$ cat src/rtl/serial_addsub_datapath_if.sv
// Operand, control and result signals of the bit-serial add/subtract datapath.
// The slave side is the datapath; the master side is the control/operand source.
interface serial_addsub_datapath_if #(
   parameter int WIDTH = 4
) ();
   logic             CARRY_IN;
   logic             CTRL_IN_A;
   logic [2:0]       CTRL_IN_B;
   logic [WIDTH-1:0] A_IN;
   logic [WIDTH-1:0] B_IN;
   logic             IN_VALID;
   logic             IN_READY;
   logic             SERIAL_BIT;
   logic [WIDTH:0]   SUM_OUT;
   logic [WIDTH-1:0] DIFF_OUT;
   logic             BORROW_OUT;
   logic             RESULT_VALID;
   logic             SYNC_ERR;

   modport slave (
      input  CARRY_IN, CTRL_IN_A, CTRL_IN_B, A_IN, B_IN, IN_VALID,
      output IN_READY, SERIAL_BIT, SUM_OUT, DIFF_OUT, BORROW_OUT, RESULT_VALID, SYNC_ERR
   );

   modport master (
      output CARRY_IN, CTRL_IN_A, CTRL_IN_B, A_IN, B_IN, IN_VALID,
      input  IN_READY, SERIAL_BIT, SUM_OUT, DIFF_OUT, BORROW_OUT, RESULT_VALID, SYNC_ERR
   );
endinterface

$ cat src/rtl/serial_addsub_datapath.sv
// Bit-serial 4-bit add then subtract over an 8-cycle frame, with a control-sequence checker.
// Only WIDTH=4 is meaningful: the bit index is derived from the 3-bit frame position.
module serial_addsub_datapath #(
   parameter int WIDTH    = 4,
   parameter bit CHECK_EN = 1'b1
) (
   input  logic                           CLK,
   input  logic                           RST,
   serial_addsub_datapath_if.slave        bus
);

   function automatic logic maj3(input logic a, input logic b, input logic c);
      return (a & b) | (a & c) | (b & c);
   endfunction

   logic [WIDTH-1:0] op_a_p0;
   logic [WIDTH-1:0] op_b_p0;
   logic             vld_p0;
   logic             carry_p1;
   logic [WIDTH-1:0] res_sr_p1;
   logic [WIDTH:0]   sum_hold_p1;
   logic [WIDTH:0]   sum_p2;
   logic [WIDTH-1:0] diff_p2;
   logic             borrow_p2;
   logic             vld_p2;
   logic             err_frame;
   logic             sync_err;
   logic             chk_arm;
   logic [2:0]       prev_b;

   logic             load;
   logic [1:0]       bit_idx;
   logic             y;
   logic             cin;
   logic             sbit;
   logic             cout;
   logic [WIDTH-1:0] res_next;
   logic             phase_a_exp;
   logic             err_now;

   // Phase B bit 3 shares the load cycle and still reads the outgoing operands.
   assign load     = (bus.CTRL_IN_B == 3'd0);
   assign bit_idx  = bus.CTRL_IN_B[1:0] - 2'd1;
   assign y        = op_b_p0[bit_idx] ^ bus.CARRY_IN;
   assign cin      = (bit_idx == 2'd0) ? bus.CARRY_IN : carry_p1;
   assign sbit     = op_a_p0[bit_idx] ^ y ^ cin;
   assign cout     = maj3(op_a_p0[bit_idx], y, cin);
   assign res_next = {sbit, res_sr_p1[WIDTH-1:1]};

   assign phase_a_exp = (bus.CTRL_IN_B >= 3'd1) && (bus.CTRL_IN_B <= 3'd4);
   assign err_now     = CHECK_EN && chk_arm &&
                        ((bus.CTRL_IN_B != prev_b + 3'd1) ||
                         (bus.CTRL_IN_A != phase_a_exp) ||
                         (bus.CARRY_IN == bus.CTRL_IN_A));

   assign bus.IN_READY     = load;
   assign bus.SERIAL_BIT   = sbit;
   assign bus.SUM_OUT      = sum_p2;
   assign bus.DIFF_OUT     = diff_p2;
   assign bus.BORROW_OUT   = borrow_p2;
   assign bus.RESULT_VALID = vld_p2;
   assign bus.SYNC_ERR     = sync_err;

   always_ff @(posedge CLK) begin
      if (RST) begin
         op_a_p0     <= '0;
         op_b_p0     <= '0;
         vld_p0      <= 1'b0;
         carry_p1    <= 1'b0;
         res_sr_p1   <= '0;
         sum_hold_p1 <= '0;
         sum_p2      <= '0;
         diff_p2     <= '0;
         borrow_p2   <= 1'b0;
         vld_p2      <= 1'b0;
         err_frame   <= 1'b0;
         sync_err    <= 1'b0;
         chk_arm     <= 1'b0;
         prev_b      <= 3'd0;
      end else begin
         // p0 -> p1: one serial bit per cycle into the carry and result shift register
         carry_p1  <= cout;
         res_sr_p1 <= res_next;
         if (bus.CTRL_IN_B == 3'd4)
            sum_hold_p1 <= {cout, res_next};

         chk_arm  <= 1'b1;
         prev_b   <= bus.CTRL_IN_B;
         sync_err <= sync_err | err_now;

         // p1 -> p2: publish at the end of phase B, unless the frame was invalid or disturbed
         vld_p2 <= 1'b0;
         if (load) begin
            op_a_p0   <= bus.A_IN;
            op_b_p0   <= bus.B_IN;
            vld_p0    <= bus.IN_VALID;
            err_frame <= 1'b0;
            if (vld_p0 && !err_frame && !err_now) begin
               sum_p2    <= sum_hold_p1;
               diff_p2   <= res_next;
               borrow_p2 <= ~cout;
               vld_p2    <= 1'b1;
            end
         end else if (err_now) begin
            err_frame <= 1'b1;
         end
      end
   end

endmodule

$ cat src/flat_wrapper.sv
// flat-port wrapper written by rule: the top's interface ports become plain ports
module serial_addsub_datapath_flat 
#(
   parameter int WIDTH    = 4,
   parameter bit CHECK_EN = 1'b1
)
  (CLK, RST, bus_CARRY_IN, bus_CTRL_IN_A, bus_CTRL_IN_B, bus_A_IN, bus_B_IN, bus_IN_VALID, bus_IN_READY, bus_SERIAL_BIT, bus_SUM_OUT, bus_DIFF_OUT, bus_BORROW_OUT, bus_RESULT_VALID, bus_SYNC_ERR);
  serial_addsub_datapath_if #(.WIDTH(WIDTH)) bus_i ();
  input  logic CLK;
  input  logic RST;
  input wire logic [$bits(bus_i.CARRY_IN)-1:0] bus_CARRY_IN;
  input wire logic [$bits(bus_i.CTRL_IN_A)-1:0] bus_CTRL_IN_A;
  input wire logic [$bits(bus_i.CTRL_IN_B)-1:0] bus_CTRL_IN_B;
  input wire logic [$bits(bus_i.A_IN)-1:0] bus_A_IN;
  input wire logic [$bits(bus_i.B_IN)-1:0] bus_B_IN;
  input wire logic [$bits(bus_i.IN_VALID)-1:0] bus_IN_VALID;
  output wire logic [$bits(bus_i.IN_READY)-1:0] bus_IN_READY;
  output wire logic [$bits(bus_i.SERIAL_BIT)-1:0] bus_SERIAL_BIT;
  output wire logic [$bits(bus_i.SUM_OUT)-1:0] bus_SUM_OUT;
  output wire logic [$bits(bus_i.DIFF_OUT)-1:0] bus_DIFF_OUT;
  output wire logic [$bits(bus_i.BORROW_OUT)-1:0] bus_BORROW_OUT;
  output wire logic [$bits(bus_i.RESULT_VALID)-1:0] bus_RESULT_VALID;
  output wire logic [$bits(bus_i.SYNC_ERR)-1:0] bus_SYNC_ERR;
  assign bus_i.CARRY_IN = bus_CARRY_IN;
  assign bus_i.CTRL_IN_A = bus_CTRL_IN_A;
  assign bus_i.CTRL_IN_B = bus_CTRL_IN_B;
  assign bus_i.A_IN = bus_A_IN;
  assign bus_i.B_IN = bus_B_IN;
  assign bus_i.IN_VALID = bus_IN_VALID;
  assign bus_IN_READY = bus_i.IN_READY;
  assign bus_SERIAL_BIT = bus_i.SERIAL_BIT;
  assign bus_SUM_OUT = bus_i.SUM_OUT;
  assign bus_DIFF_OUT = bus_i.DIFF_OUT;
  assign bus_BORROW_OUT = bus_i.BORROW_OUT;
  assign bus_RESULT_VALID = bus_i.RESULT_VALID;
  assign bus_SYNC_ERR = bus_i.SYNC_ERR;
  serial_addsub_datapath #(.WIDTH(WIDTH), .CHECK_EN(CHECK_EN)) u_core (.CLK(CLK), .RST(RST), .bus(bus_i));
endmodule
$ cat config.mk
export PLATFORM = sky130hd
export DESIGN_NAME = serial_addsub_datapath_flat
export DESIGN_NICKNAME = d
export VERILOG_FILES = /design/src/rtl/serial_addsub_datapath_if.sv /design/src/rtl/serial_addsub_datapath.sv /design/src/flat_wrapper.sv
export SDC_FILE = /design/constraint.sdc
export NUM_CORES = 1
export LEC_CHECK = 0
export BUFFER_PORTS_ARGS = -buffer_cell sky130_fd_sc_hd__buf_2
export CORE_MARGIN = 10
export CORE_UTILIZATION = 40
export CTS_BUF_LIST = sky130_fd_sc_hd__clkbuf_16
export CTS_CLUSTER_DIAMETER = 120
export CTS_CLUSTER_SIZE = 14
export DETAILED_ROUTE_END_ITERATION = 6
export SYNTH_ARGS = -nofsm -noshare
export SYNTH_HDL_FRONTEND = slang
export SYNTH_SLANG_ARGS = --single-unit
$ cat constraint.sdc
create_clock -name CLK -period 5.15 [get_ports CLK]
set_input_delay 0.2575 -clock CLK [delete_from_list [all_inputs] [get_ports CLK]]
set_output_delay 0.2575 -clock CLK [all_outputs]
set_load 0.005 [all_outputs]
# Word level (Yosys, flattened, before mapping)
# Cells that the tools add are included.
[word_totals]
register_bits = 36
in_bits = 16
elab_cells = 54
[classes]
n_addsub = 2
order_cmp = 3
eq_ne = 4
muxes = 7
bitwise = 11
reduce_logical = 13
[ops]
columns = ["operator", "count"]
rows = [
  ["$mux 1", 5],
  ["$bmux 1 s2", 2],
  ["$logic_and 1x1->1", 4],
  ["$reduce_or 2->1", 2],
  ["$add 3x1->3 const B", 1],
  ["$and 1x1->1", 3],
  ["$eq 3x3->1 const B", 1],
  ["$ge 3x1->1 const B", 1],
  ["$le 3x3->1 const B", 1],
  ["$logic_not 3->1", 1],
  ["$lt 2x3->1 const B", 1],
  ["$ne 3x3->1", 1],
  ["$or 1x1->1", 3],
  ["$xor 1x1->1", 3],
  ["$logic_not 1->1", 2],
  ["$logic_not 2->1", 1],
  ["$logic_or 1x1->1", 2],
  ["$not 1->1", 2],
  ["$reduce_and 2->1", 1],
  ["$sub 2x1->2 const B", 1],
  ["$eq 1x1->1", 1],
  ["$ne 1x1->1", 1],
]

# Depth between registers and ports, before layout
[depth]
word_depth = 9
mapped_depth = 8
mapped_depth_nobuf = 7

# Worst setup path after synthesis
# Ideal clock, no wire load.
[synth_path]
path_kind = "input port to flip-flop"
start = "input bus_CTRL_IN_B[1]"
end = "register u_core.diff_p2[3] (netlist: u_core.bus.DIFF_OUT[3])"
arrival_time_ns = 2.189
setup_slack_ns = 2.840
cell_stages = 7
path_buffers = 0
path_cell_list = "inv_1 > ha_1 > mux4_1 > xnor2_1 > fa_1 > nor2_1 > mux2_4"
[synth_between]
elab_chain_len = 9
word_cells_on_any_way = 22
[synth_rtl]
columns = ["element", "line", "source"]
rows = [
  ["start, declared", "flat_wrapper.sv:13", "input wire logic [$bits(bus_i.CTRL_IN_B)-1:0] bus_CTRL_IN_B;"],
  ["parallel branches: the longest is 9 deep, another holds $sub 2x1->2", "n/a", ""],
  ["end signal, assigned", "serial_addsub_datapath.sv:100", "diff_p2 <= res_next;"],
  ["end, declared", "serial_addsub_datapath.sv:23", "logic [WIDTH-1:0] diff_p2;"],
]
# Parallel ways; which one is timed is not known. The select of a mux whose other input is x is not followed.
# A chain may end at the register's enable or synchronous reset.

# Worst setup path in the final report
[layout_path]
start = "input bus_CTRL_IN_B[0]"
end = "output bus_SERIAL_BIT"
[layout_between]
elab_chain_len = 6
word_cells_on_any_way = 10
[layout_rtl]
columns = ["element", "line", "source"]
rows = [
  ["$sub 2x1->2 *", "serial_addsub_datapath.sv:43", "assign bit_idx = bus.CTRL_IN_B[1:0] - 2'd1;"],
  ["$bmux 1 s2", "serial_addsub_datapath.sv:44", "assign y = op_b_p0[bit_idx] ^ bus.CARRY_IN;"],
  ["$mux 1 (implied by the code)", "serial_addsub_datapath.sv:44", ""],
  ["$xor 1x1->1", "serial_addsub_datapath.sv:44", ""],
  ["$xor 1x1->1", "serial_addsub_datapath.sv:46", "assign sbit = op_a_p0[bit_idx] ^ y ^ cin;"],
  ["$xor 1x1->1 *", "serial_addsub_datapath.sv:46", ""],
  ["end, declared", "flat_wrapper.sv:18", "output wire logic [$bits(bus_i.SERIAL_BIT)-1:0] bus_SERIAL_BIT;"],
]
# Every way passes the cells marked *; elsewhere a longest branch is shown, timed or not. The select of a mux whose other input is x is not followed.

==> results.toml <==
[route]
wl_mm = 2.89
first_iter_violations = 75
vias = 1069
first_pass_iters = 4
ant_nets = 0
wire_per_inst_um = 12.6
drcViolationCount = 0
vias_per_cell = 4.67

[min_path]
hp-class = "primary input to flop"

[die]
fp.dieH_um = 80.7
rows = 21
start_util_pct = 42.8
pin_count = 30
dieArea_um2 = 6510
core-area_um2 = 3440
die_w_um = 80.7

[placement]
gp_congestion = 0.767
io_buffers = 29
dp_hpwl_mm = 2.16
dp.cells = 221

[pwr]
power_leakage_uw = 0.000780
seqPwrFrac_pct = 42.6
power_density_nw_per_um2 = 370
p_comb_share_pct = 7.7
p_int_uw = 528
p_sw_uw = 143
peakVddDrop_uv = 198
power_uw = 671
swShare_pct = 21.3
clkPwrFrac_pct = 49.7

[global_route]
grt_pass1_wl_mm = 5.00
antenna_found_initial = 0
first_global_vias = 1159
track_usage_pct = 9.60
grt_overflow = 0
grt_max_degree = 29

[run_status]
status = "complete, no violations"

[clock_tree]
cts_buffer_depth = 2
worstSkewPairLatency_ns = 0.28
cts_resized = 0
tritoncts = "built"
cts.sink_count = 35
clk_pin_slew_ns = 0.05
cts_buffers = 5
h-tree-depth = 2
cts_setup_buffers = 0
cts_hold_buf = 0
cts-root-buf = "clkbuf_16"

[sta]
fin_crit_sh_pct = 49.3
holdWs_ns = 0.215
rsz0062_at_grt = "false"
period_needed_ns = 2.54
worst_slew_pin_slew_ns = 0.504
skew_ns = 0.00361
setup_tns_ns = 0
drv_slew = 0
hold_viol = 0
slew_headroom_pct = 66.4
fmax_ghz = 0.394
setup_viol = 0

[setup_path]
critPathArrivalTime_ns = 2.28
critPathCaptureType = "output port"
worst_path_dominant_cell_family = "adder cells"
critPathSlowestCell = "fa_1"
path_max_fanout = 7
crit_required_ns = 4.89
path_buf_inv = 4
cpPeakStageDelay_ns = 0.58
crit_type = "primary input to output port"
start_kind = "primary input"
crit_chain = "buf_2 > inv_1 > ha_1 > mux4_1 > xnor2_1 > fa_1 > inv_1 > buf_2"
ff2ff_setup_slack_ns = 3.10

[logic_synthesis]
syn_inst = 153
dominantRegCellSynth = "dfxtp_1"
synth_edf_count = 0
yosysSeqAreaShare_pct = 47.5
ys_seq_elements = 35
synth_area_um2 = 1470
synth_async_sr_flop_share_pct = 0
avgSynthCellArea_um2 = 9.63
ys_types = 27
ys_warn_count = 0
synth_fp_nets = 174

[final_layout]
final_cell_mix = "nand2_1, dfxtp_1, buf_2, a21oi_1, nor2_1"
final_common_cell = "nand2_1"
syn2layout_area_growth_pct = 23.1
fillers = 329
antenna_cells = 0
stdcell_count = 229
drive_gt1_share_pct = 25.1
final_nets = 203

[job]
max_cap_viol_count = 0
## worst reg2reg max path, stage by stage, from the launching register on
cell     delay [ns]
dfxtp_1        0.32
ha_1           0.30
xor2_1         0.19
o31ai_4        0.23
o21ai_2        0.15
or3_4          0.44
mux2_4         0.31
## synthesized netlist by cell type (all sizes together) (3+ instances only)
master,count,area [µm²]
ha,4,50.1
nor2b,6,37.5
clkbuf,7,26.3
dfxtp,35,701
mux2,3,45.0
nor2,9,33.8
a211oi,3,27.5
mux2i,8,80.1
nand2,40,150
inv,8,30.0
a21oi,12,60.1
## metrics by stage
| step | instance area [µm²] | util (%) | worst slack, ns |
|---|---|---|---|
| after floorplan | 1470 | - | 2.84 |
| after global placement | 1650 | 47.9 | 2.60 |
| after detailed placement | 1650 | 47.9 | 2.54 |
| after CTS | 1810 | 52.7 | 2.59 |
| after global routing | 1810 | 52.7 | 2.51 |
| final | 1810 | 52.7 | 2.61 |
## final timing paths
kind	start	to	depth (start not counted)
min reg2reg	u_core.op_b_p0[0]	u_core.op_b_p0[0]	2
max	bus_CTRL_IN_B[0]	bus_SERIAL_BIT	8
max reg2reg	u_core.prev_b[0]	u_core.bus.DIFF_OUT[1]	6
min	bus_A_IN[3]	u_core.op_a_p0[3]	3
## cell type report
cell class	instances	area, µm²	share of cell area (%)
Multi-Input combinational cell	103	717	39.5
Sequential cell	35	701	38.6
Timing Repair Buffer	29	145	8.00
Clock buffer	5	125	6.90
Tap cell	46	57.6	3.17
Clock inverter	3	38.8	2.14
Inverter	8	30.0	1.66
## power by group through the flow
| stage | registers [µW] | logic, µW | clock network [µW] |
|---|---|---|---|
| 5_1_grt | 287 | 57.8 | 351 |
| 6_report | 286 | 51.6 | 334 |
| 3_5_place_dp | 291 | 52.1 | 0 |
| 2_1_floorplan | 290 | 36.0 | 0 |
| 3_3_place_gp | 291 | 50.7 | 0 |
| 4_1_cts | 286 | 52.6 | 341 |
## sequential cells by signal, summed over array words and instances (netlist names)
name	cells
u_core.res_sr_p1	3
u_core.op_a_p0	4
u_core.bus.RESULT_VALID	1
u_core.prev_b	3
u_core.vld_p0	1
u_core.carry_p1	1
u_core.bus.SUM_OUT	5
u_core.bus.SYNC_ERR	1
u_core.chk_arm	1
u_core.bus.DIFF_OUT	4
u_core.op_b_p0	4
u_core.err_frame	1
u_core.bus.BORROW_OUT	1
u_core.sum_hold_p1	5
## routing by layer
metal	share of wire (%)	vias up	GRT usage, %
met2	45	23	15.8
met4	2.3	0	4.67
met3	7.0	8	4.12
met1	46	478	10.4
li1	-	560	-
met5	0	-	0
## logic make-up (layout without fill, tap and decap cells)
kind of cell	count (synthesis)	count (layout)	synth area share [%]
DFF	35	35	47.5
xor gates and xnor gates	4	4	3.40
AOI/OAI and AO/OA	18	18	8.74
and+or+nand+nor	63	63	19.7
muxes	13	13	12.1
adders and majority gates	5	5	4.75
buffers and inverters	15	45	3.82
Power figures use the tool's default switching activity.
